File: src/rtl/fetch_pkg.sv
// fetch_pkg: shared types and constants for the instruction-fetch sequencer.
//   fetch_state_t : sequencer states (IDLE, REQ, WAIT, HOLD, DROP)
//   PC_STEP       : byte increment between sequential fetches
//   ALIGN_MASK    : clears the low two bits of redirect / trap targets
package fetch_pkg;

    typedef enum logic [2:0] {
        IDLE = 3'd0,
        REQ  = 3'd1,
        WAIT = 3'd2,
        HOLD = 3'd3,
        DROP = 3'd4
    } fetch_state_t;

    localparam logic [31:0] PC_STEP    = 32'd4;
    localparam logic [31:0] ALIGN_MASK = 32'hFFFF_FFFC;

endpackage

File: src/rtl/fetch_if.sv
// fetch_if: groups the imem port and the decode-side instruction slot.
//   master : fetch_ctrl side (drives imem request and the instruction slot)
//   slave  : memory / decode side
//   imem_req_o, imem_addr_o, imem_gnt_i, imem_rvalid_i, imem_rdata_i : imem port
//   inst_valid_o, inst_o, inst_pc_o, dec_ready_i                     : decode handshake
interface fetch_if #(
    parameter int ADDR_WIDTH = 16
) ();
    logic                  imem_req_o;
    logic [ADDR_WIDTH-1:0] imem_addr_o;
    logic                  imem_gnt_i;
    logic                  imem_rvalid_i;
    logic [31:0]           imem_rdata_i;
    logic                  inst_valid_o;
    logic [31:0]           inst_o;
    logic [31:0]           inst_pc_o;
    logic                  dec_ready_i;

    modport master (
        output imem_req_o, imem_addr_o, inst_valid_o, inst_o, inst_pc_o,
        input  imem_gnt_i, imem_rvalid_i, imem_rdata_i, dec_ready_i
    );

    modport slave (
        input  imem_req_o, imem_addr_o, inst_valid_o, inst_o, inst_pc_o,
        output imem_gnt_i, imem_rvalid_i, imem_rdata_i, dec_ready_i
    );
endinterface

File: src/rtl/fetch_npc_sel.sv
// fetch_npc_sel: combinational next-PC selection.
//   Priority: reset vector > trap (FETCH_TRAP_EN) > redirect > pc+4 > hold.
//   rst_n        in  : reset (active low), selects RESET_VECTOR
//   trap_valid/trap_vec in : trap redirect (only when FETCH_TRAP_EN is defined)
//   redir_valid/redir_addr in : branch/jump redirect
//   incr         in  : a fetched word is being accepted, advance sequentially
//   pc_q         in  : current PC
//   pc_d         out : next PC
//   redirect     out : a trap or redirect is taking effect this cycle
module fetch_npc_sel
    import fetch_pkg::*;
#(
    parameter logic [31:0] RESET_VECTOR = 32'h0000_0000
) (
    input  logic        rst_n,
`ifdef FETCH_TRAP_EN
    input  logic        trap_valid,
    input  logic [31:0] trap_vec,
`endif
    input  logic        redir_valid,
    input  logic [31:0] redir_addr,
    input  logic        incr,
    input  logic [31:0] pc_q,
    output logic [31:0] pc_d,
    output logic        redirect
);

    always_comb begin
        pc_d     = pc_q;
        redirect = 1'b0;
        if (!rst_n) begin
            pc_d = RESET_VECTOR;
`ifdef FETCH_TRAP_EN
        end else if (trap_valid) begin
            pc_d     = trap_vec & ALIGN_MASK;
            redirect = 1'b1;
`endif
        end else if (redir_valid) begin
            pc_d     = redir_addr & ALIGN_MASK;
            redirect = 1'b1;
        end else if (incr) begin
            pc_d = pc_q + PC_STEP;  // wraps silently at 2^32
        end
    end

endmodule

File: src/rtl/fetch_ctrl.sv
// fetch_ctrl: instruction-fetch sequencer. Owns the PC, issues one imem
// request at a time and presents each fetched word with its PC to decode.
// Optional feature macro: FETCH_TRAP_EN (adds trap_valid_i / trap_vec_i).
//   clk_sys_i, rst_sys_n_i : clock, synchronous active-low reset
//   bus (fetch_if.master)  : imem port and decode instruction slot
//   redir_valid_i/redir_addr_i : branch/jump redirect pulse and target
//   trap_valid_i/trap_vec_i    : trap redirect (FETCH_TRAP_EN only)
module fetch_ctrl
    import fetch_pkg::*;
#(
    parameter logic [31:0] RESET_VECTOR = 32'h0000_0000,
    parameter int          ADDR_WIDTH   = 16
) (
    input  logic        clk_sys_i,
    input  logic        rst_sys_n_i,
    fetch_if.master     bus,
`ifdef FETCH_TRAP_EN
    input  logic        trap_valid_i,
    input  logic [31:0] trap_vec_i,
`endif
    input  logic        redir_valid_i,
    input  logic [31:0] redir_addr_i
);

    fetch_state_t state_q, state_d;
    logic [31:0]  pc_q, pc_d;
    logic         inst_valid_q, inst_valid_d;
    logic [31:0]  inst_q, inst_d;
    logic [31:0]  inst_pc_q, inst_pc_d;
    logic         redirect;
    logic         incr;

    // Raw "word arrives in WAIT"; the selector lets a redirect override it.
    assign incr = (state_q == WAIT) && bus.imem_rvalid_i;

    fetch_npc_sel #(.RESET_VECTOR(RESET_VECTOR)) u_npc_sel (
        .rst_n       (rst_sys_n_i),
`ifdef FETCH_TRAP_EN
        .trap_valid  (trap_valid_i),
        .trap_vec    (trap_vec_i),
`endif
        .redir_valid (redir_valid_i),
        .redir_addr  (redir_addr_i),
        .incr        (incr),
        .pc_q        (pc_q),
        .pc_d        (pc_d),
        .redirect    (redirect)
    );

    always_comb begin
        state_d      = state_q;
        inst_valid_d = inst_valid_q;
        inst_d       = inst_q;
        inst_pc_d    = inst_pc_q;
        if (redirect) begin
            inst_valid_d = 1'b0;
            // A granted-but-unanswered request must still be drained in DROP.
            case (state_q)
                REQ:     state_d = bus.imem_gnt_i   ? DROP : REQ;
                WAIT:    state_d = bus.imem_rvalid_i ? REQ : DROP;
                DROP:    state_d = bus.imem_rvalid_i ? REQ : DROP;
                default: state_d = REQ;
            endcase
        end else begin
            case (state_q)
                IDLE: state_d = REQ;
                REQ:  if (bus.imem_gnt_i) state_d = WAIT;
                WAIT: if (bus.imem_rvalid_i) begin
                    inst_d       = bus.imem_rdata_i;
                    inst_pc_d    = pc_q;
                    inst_valid_d = 1'b1;
                    state_d      = HOLD;
                end
                HOLD: if (inst_valid_q && bus.dec_ready_i) begin
                    inst_valid_d = 1'b0;
                    state_d      = REQ;
                end
                DROP: if (bus.imem_rvalid_i) state_d = REQ;
                default: state_d = IDLE;
            endcase
        end
    end

    always_ff @(posedge clk_sys_i) begin
        pc_q <= pc_d;  // pc_d already resolves to RESET_VECTOR under reset
        if (!rst_sys_n_i) begin
            state_q      <= IDLE;
            inst_valid_q <= 1'b0;
            inst_q       <= '0;
            inst_pc_q    <= '0;
        end else begin
            state_q      <= state_d;
            inst_valid_q <= inst_valid_d;
            inst_q       <= inst_d;
            inst_pc_q    <= inst_pc_d;
        end
    end

    assign bus.imem_req_o   = (state_q == REQ);
    assign bus.imem_addr_o  = pc_q[ADDR_WIDTH-1:0];
    assign bus.inst_valid_o = inst_valid_q;
    assign bus.inst_o       = inst_q;
    assign bus.inst_pc_o    = inst_pc_q;

endmodule

File: src/flat_wrapper.sv
// flat-port wrapper written by rule: the top's interface ports become plain ports
module fetch_ctrl_flat import fetch_pkg::*;
#(
    parameter logic [31:0] RESET_VECTOR = 32'h0000_0000,
    parameter int          ADDR_WIDTH   = 16
)
  (clk_sys_i, rst_sys_n_i, redir_valid_i, redir_addr_i, bus_imem_req_o, bus_imem_addr_o, bus_inst_valid_o, bus_inst_o, bus_inst_pc_o, bus_imem_gnt_i, bus_imem_rvalid_i, bus_imem_rdata_i, bus_dec_ready_i);
  fetch_if #(.ADDR_WIDTH(ADDR_WIDTH)) bus_i ();
  input  logic clk_sys_i;
  input  logic rst_sys_n_i;
  input  logic redir_valid_i;
  input  logic [31:0] redir_addr_i;
  output wire logic [$bits(bus_i.imem_req_o)-1:0] bus_imem_req_o;
  output wire logic [$bits(bus_i.imem_addr_o)-1:0] bus_imem_addr_o;
  output wire logic [$bits(bus_i.inst_valid_o)-1:0] bus_inst_valid_o;
  output wire logic [$bits(bus_i.inst_o)-1:0] bus_inst_o;
  output wire logic [$bits(bus_i.inst_pc_o)-1:0] bus_inst_pc_o;
  input wire logic [$bits(bus_i.imem_gnt_i)-1:0] bus_imem_gnt_i;
  input wire logic [$bits(bus_i.imem_rvalid_i)-1:0] bus_imem_rvalid_i;
  input wire logic [$bits(bus_i.imem_rdata_i)-1:0] bus_imem_rdata_i;
  input wire logic [$bits(bus_i.dec_ready_i)-1:0] bus_dec_ready_i;
  assign bus_imem_req_o = bus_i.imem_req_o;
  assign bus_imem_addr_o = bus_i.imem_addr_o;
  assign bus_inst_valid_o = bus_i.inst_valid_o;
  assign bus_inst_o = bus_i.inst_o;
  assign bus_inst_pc_o = bus_i.inst_pc_o;
  assign bus_i.imem_gnt_i = bus_imem_gnt_i;
  assign bus_i.imem_rvalid_i = bus_imem_rvalid_i;
  assign bus_i.imem_rdata_i = bus_imem_rdata_i;
  assign bus_i.dec_ready_i = bus_dec_ready_i;
  fetch_ctrl #(.RESET_VECTOR(RESET_VECTOR), .ADDR_WIDTH(ADDR_WIDTH)) u_core (.clk_sys_i(clk_sys_i), .rst_sys_n_i(rst_sys_n_i), .bus(bus_i), .redir_valid_i(redir_valid_i), .redir_addr_i(redir_addr_i));
endmodule
File: config.mk
export PLATFORM = sky130hd
export DESIGN_NAME = fetch_ctrl_flat
export DESIGN_NICKNAME = d
export VERILOG_FILES = /design/src/rtl/fetch_pkg.sv /design/src/rtl/fetch_if.sv /design/src/rtl/fetch_npc_sel.sv /design/src/rtl/fetch_ctrl.sv /design/src/flat_wrapper.sv
export SDC_FILE = /design/constraint.sdc
export NUM_CORES = 1
export LEC_CHECK = 0
export ABC_AREA = 1
export BUFFER_PORTS_ARGS = -buffer_cell sky130_fd_sc_hd__buf_2
export CORE_MARGIN = 2
export CORE_UTILIZATION = 37
export DETAILED_ROUTE_END_ITERATION = 10
export GPL_TIMING_DRIVEN = 1
export SLEW_MARGIN = 20
export SYNTH_ARGS = -nofsm -noshare
export SYNTH_HDL_FRONTEND = slang
export SYNTH_HIERARCHICAL = 1
export SYNTH_SLANG_ARGS = --single-unit
export TNS_END_PERCENT = 5
File: constraint.sdc
create_clock -name clk_sys_i -period 2.2 [get_ports clk_sys_i]
set_input_delay 0.11 -clock clk_sys_i [delete_from_list [all_inputs] [get_ports clk_sys_i]]
set_output_delay 0.11 -clock clk_sys_i [all_outputs]
set_load 0.02 [all_outputs]
### Yosys cells after proc, flatten, opt, wreduce, memory -nomap -nowiden

Index checks and enable logic that the tools add are counted.
Widths: inputs -> output; s select.

* bits in registers: 100

* $add $sub $neg: 1
* equality and inequality tests: 10
* multiplexer cells: 16
* bitwise gates (word level): 2
* reductions and logical operators: 11

Operators by type and width (number)
* $mux 32: 2
* $add 32x3->32 const B: 1
* $mux 3: 7
* $pmux 3 s5: 1
* $eq 3x2->1 const B: 2
* $ne 3x1->1 const B: 2
* $ne 3x2->1 const B: 2
* $pmux 3 s2: 1
* $reduce_and 3->1: 2
* $reduce_or 2->1: 3
* $mux 1: 4
* $reduce_and 4->1: 1
* $reduce_bool 2->1: 2
* $eq 3x1->1 const B: 1
* $eq 3x3->1 const B: 1
* $logic_not 3->1: 1
* $logic_and 1x1->1: 2
* $ne 2x1->1 const B: 1
* $ne 2x2->1 const B: 1
* $not 1->1: 2
* $pmux 1 s2: 1

### Longest topological paths before layout

* depth after elaboration: 4
* depth in mapped cells: 15

### Hierarchy

Netlist, hierarchy kept.

Modules (own cells, without submodules)
* fetch_ctrl: instances 1, cells each 386, area an instance 3397.0 µm², seq. area each 2001.9 µm²
* fetch_npc_sel: instances 1, cells each 302, area an instance 1426.4 µm², seq. area each 0.0 µm²

### Worst setup path before layout

Ideal clock, no wire load.

* path kind: flip-flop to flip-flop
* start: register u_core.state_q[1]
* end: register u_core.pc_q[30]
* arrival: 1550 ps
* data required time: 2091 ps
* slack: 541 ps
* stages on the path, launching flop included: 16
* path buffers: 2
* clock period less this slack: 1659 ps
* cell sequence: dfxtp_1 -> buf_6 -> nand2_4 -> nor2_4 -> nand2_2 -> inv_1 -> nand2_2 -> nor2_4 -> nand2_4 -> nor2_4 -> buf_6 -> nand3_2 -> nand2_1 -> nand3_1 -> nand2_1 -> inv_1

* cells in the longest elaborated chain, start to end: 3

Ends and longest elaborated chain
* from (decl): RTL line fetch_ctrl.sv:25 `fetch_state_t state_q, state_d;`
* from (signal assigned): RTL line fetch_ctrl.sv:92 `state_q <= state_d;`
* $eq 3x2->1: RTL line fetch_ctrl.sv:34 `assign incr = (state_q == WAIT) && bus.imem_rvalid_i;`
* $logic_and 1x1->1: RTL line fetch_ctrl.sv:34
* named net u_core.incr: RTL line fetch_ctrl.sv:31 `logic incr;`
* $reduce_bool 2->1 (no line)
* to (signal assigned): RTL line fetch_ctrl.sv:85 `pc_q <= pc_d;`
* to (decl): RTL line fetch_ctrl.sv:26 `logic [31:0] pc_q, pc_d;`

The timed path passes the listed nets, and every way through them passes these cells.
A chain may end at the register's enable or synchronous reset.

### Worst setup path in the final report

* start: register u_core.state_q[2]
* end: register u_core.pc_q[22]

Same word-level chain as after synthesis.

==> flow_summary.yaml <==
power:
  clockPowerShare: 0.310
  internal_power_mw: 3.31
  power_leakage_nw: 3.20
  p_comb_frac: 0.247
  p_sw_mw: 1.62
  seq_power_share: 0.443
  powerDensity_mw_per_mm2: 810
  p_sw_frac: 0.329
  peakVddDrop_uv: 410
floorplanning:
  dieArea_mm2: 0.0140
  ios: 152
  die_x_um: 118
  rows: 41
  core_area_mm2: 0.0127
  start_util: 0.381
  die_y_um: 118
final_layout:
  design_area_mm2: 0.00609
  layout_common_cells: "194 x nor2_1, 149 x buf_2, 100 x dfxtp_1, 92 x nand2_1, 65 x inv_1"
  drive_above_1_share: 0.226
  fin_util: 0.480
  nFillCells: 1321
  nets: 915
  area_growth_pct: 26.2
  antenna_cells: 0
  final_common_cell: "nor2_1"
logic_synthesis:
  syn_inst: 688
  ys_async_sr_fraction: 0
  postSynthNetCount: 759
  synth_edf_count: 0
  syn_area_mm2: 0.00482
  ys_warn_count: 6
  synth_top_cell_area_share: 0.415
  synth.distinct_cells: 34
  synth_top_cells_by_area: "dfxtp_1 42%, nor2_1 15%, nand2_1 7.2%"
  yosysTopAreaCell: "dfxtp_1"
  synth-seq-cells: 100
  yosysSeqAreaShare: 0.415
  avgSynthCellArea_um2: 7.01
  dominantRegCellSynth: "dfxtp_1"
timing:
  hold_slack_ns: 0.0132
  worst_slew_pin_slew_ns: 0.768
  finalHoldViolations: 0
  tns_ns: 0
  timing.final.crit_period_ns: 1.90
  setup_viol: 0
  setup_ws_ns: 0.302
  report.final.slew_viol_count: 0
  rsz0062_at_grt: "no"
  slew_headroom: 0.488
  finClkSkew_ns: 0.00689
  finalCritPeriodShare: 0.863
  fmax_mhz: 527
worst_setup_path:
  cp_max_fo: 12
  end_kind: "register"
  worstPathCellList: "inv_2 -> nand2_4 -> nor2_4 -> nand2_2 -> inv_1 -> nand2_2 -> nor2_4 -> nand2_4 -> nor2_4 -> nand2_1 -> o21ai_0 -> nor2_1 -> nor2_1"
  arrival_ns: 2.18
  reg2regPathDepth: 13
  crit_required_ns: 2.49
  cp-start-kind: "register"
  path_common_cell: "nor2_4"
  r2r-start: "u_core/state_q[2]"
  timing.rr.end: "u_core/pc_q[22]"
  crit_path_max_incr_delay_ns: 0.34
  crit_path_top_delay_cell: "dfxtp_1"
  reg2reg_slack_ns: 0.30
  critical_path_class: "reg -> reg"
cts:
  h-tree-depth: 3
  insertion_delay_ns: 0.35
  clk_path_buf_depth: 2
  clock-sinks: 100
  clkTransAtPathRegs_ns: 0.07
  ctsHoldBuffers: 37
  cts_root_buffer: "clkbuf_16"
  cts_resized: 0
  cts_made_buffers: 9
  post_cts_buffers: 0
  tritoncts: "done"
placed_design:
  port_buffers: 149
  pre_cts_slack_ns: 0.302
  place_congestion: 0.783
  placed_area_mm2: 0.00543
  dpl.hpwl_um: 8210
drt:
  vias_per_cell: 4.53
  num_vias: 4629
  drt_iter0_drc: 235
  wl_per_cell_um: 12.2
  routed_wl_um: 12500
  drc: 0
  firstDrtPassIters: 4
  detail-route-antenna-nets: 0
grt:
  grt_usage: 0.182
  met1_usage: 0.233
  antenna_found_initial: 0
  top_usage_layer: "met2"
  met2_usage: 0.299
  grt_start_max_net_pins: 81
  grt-ovfl-total: 0
  use_met3: 0.0328
  grt_pass1_vias: 4292
  grt_pass1_wl_um: 20800
worst_hold_path:
  hold_depth: 3
  min_to: "u_core/bus.inst_o[21]"
  min_path_type: "in -> reg"
  hold_start: "bus_imem_rdata_i[21]"
run_status:
  status: "complete, no violations"
flow_run:
  cap_violations: 0
[critical path, delay by kind of cell, from the launching register on]
kind,cells,cell delay [ns]
and+or+nand+nor,10,1.09
DFF,1,0.34
buffers and inverters,2,0.25
AOI/OAI and AO/OA,1,0.16
[synth_stat cells, types with 7 or more instances]
| master | instances |
|---|---|
| buf_4 | 18 |
| nand2_1 | 92 |
| inv_1 | 65 |
| clkbuf_1 | 9 |
| nand3_1 | 27 |
| o21ai_1 | 61 |
| nor2_1 | 194 |
| dfxtp_1 | 100 |
| nand4_1 | 10 |
| buf_2 | 8 |
| buf_12 | 7 |
| o21ai_0 | 36 |
| a21oi_1 | 13 |
[state kept, by name, indices dropped and copies added (netlist names)]
signal,flops
u_core/bus.inst_o,32
u_core/bus.inst_pc_o,32
u_core/bus.inst_valid_o,1
u_core/pc_q,32
u_core/state_q,3
[how the worst max path moves through the flow]
stage	to	startpoint	depth (start not counted)	slack [ns]
6_report	u_core/pc_q[22]	u_core/state_q[2]	13	0.30
5_1_grt	u_core/pc_q[22]	u_core/state_q[2]	13	0.04
4_1_cts	u_core/pc_q[22]	u_core/state_q[2]	13	0.30
3_5_place_dp	u_core/pc_q[26]	u_core/state_q[2]	14	0.30
3_3_place_gp	u_core/pc_q[26]	u_core/state_q[2]	14	0.32
2_1_floorplan	u_core/pc_q[30]	u_core/state_q[1]	15	0.54
[final cells by class]
type,instances,area (µm²),share of cell area
Inverter,69,259,0.0425
Clock inverter,5,36.3,0.00596
Tap cell,172,215,0.0354
Multi-Input combinational cell,472,2160,0.355
Sequential cell,100,2000,0.329
Timing Repair Buffer,192,1160,0.191
Clock buffer,11,253,0.0415
[metal layers]
layer	routed length, µm	vias up	part of all wire
met5	0	-	0
met4	302	0	0.024
met1	5900	2049	0.47
met2	5770	91	0.46
li1	-	2473	-
met3	506	16	0.041
[power groups by stage]
| stage | logic (mW) | clock network, mW | registers (mW) |
|---|---|---|---|
| 2_1_floorplan | 0.704 | 0 | 2.41 |
| 3_3_place_gp | 1.17 | 0 | 2.22 |
| 3_5_place_dp | 1.17 | 0 | 2.22 |
| 4_1_cts | 1.23 | 1.58 | 2.19 |
| 5_1_grt | 1.35 | 1.65 | 2.22 |
| 6_report | 1.22 | 1.53 | 2.19 |
[cells by family (layout without fill, tap and decap cells)]
logic type                 count (synthesis)  count (layout)  synth area share
and+or+nand+nor                          347             347             0.310
AOI/OAI and AO/OA                        123             123             0.134
buffers and inverters                    116             277             0.137
DFF                                      100             100             0.415
adders and majority gates                  1               1           0.00259
muxes                                      1               1           0.00208
[per-stage QoR]
step           cells  total power, mW
2_1_floorplan    688             3.11
3_5_place_dp     968             3.40
4_1_cts         1021             5.00
3_3_place_gp     968             3.40
6_report        1021             4.93
5_1_grt         1021             5.23
No activity file was read; power rests on OpenSTA's default activity.
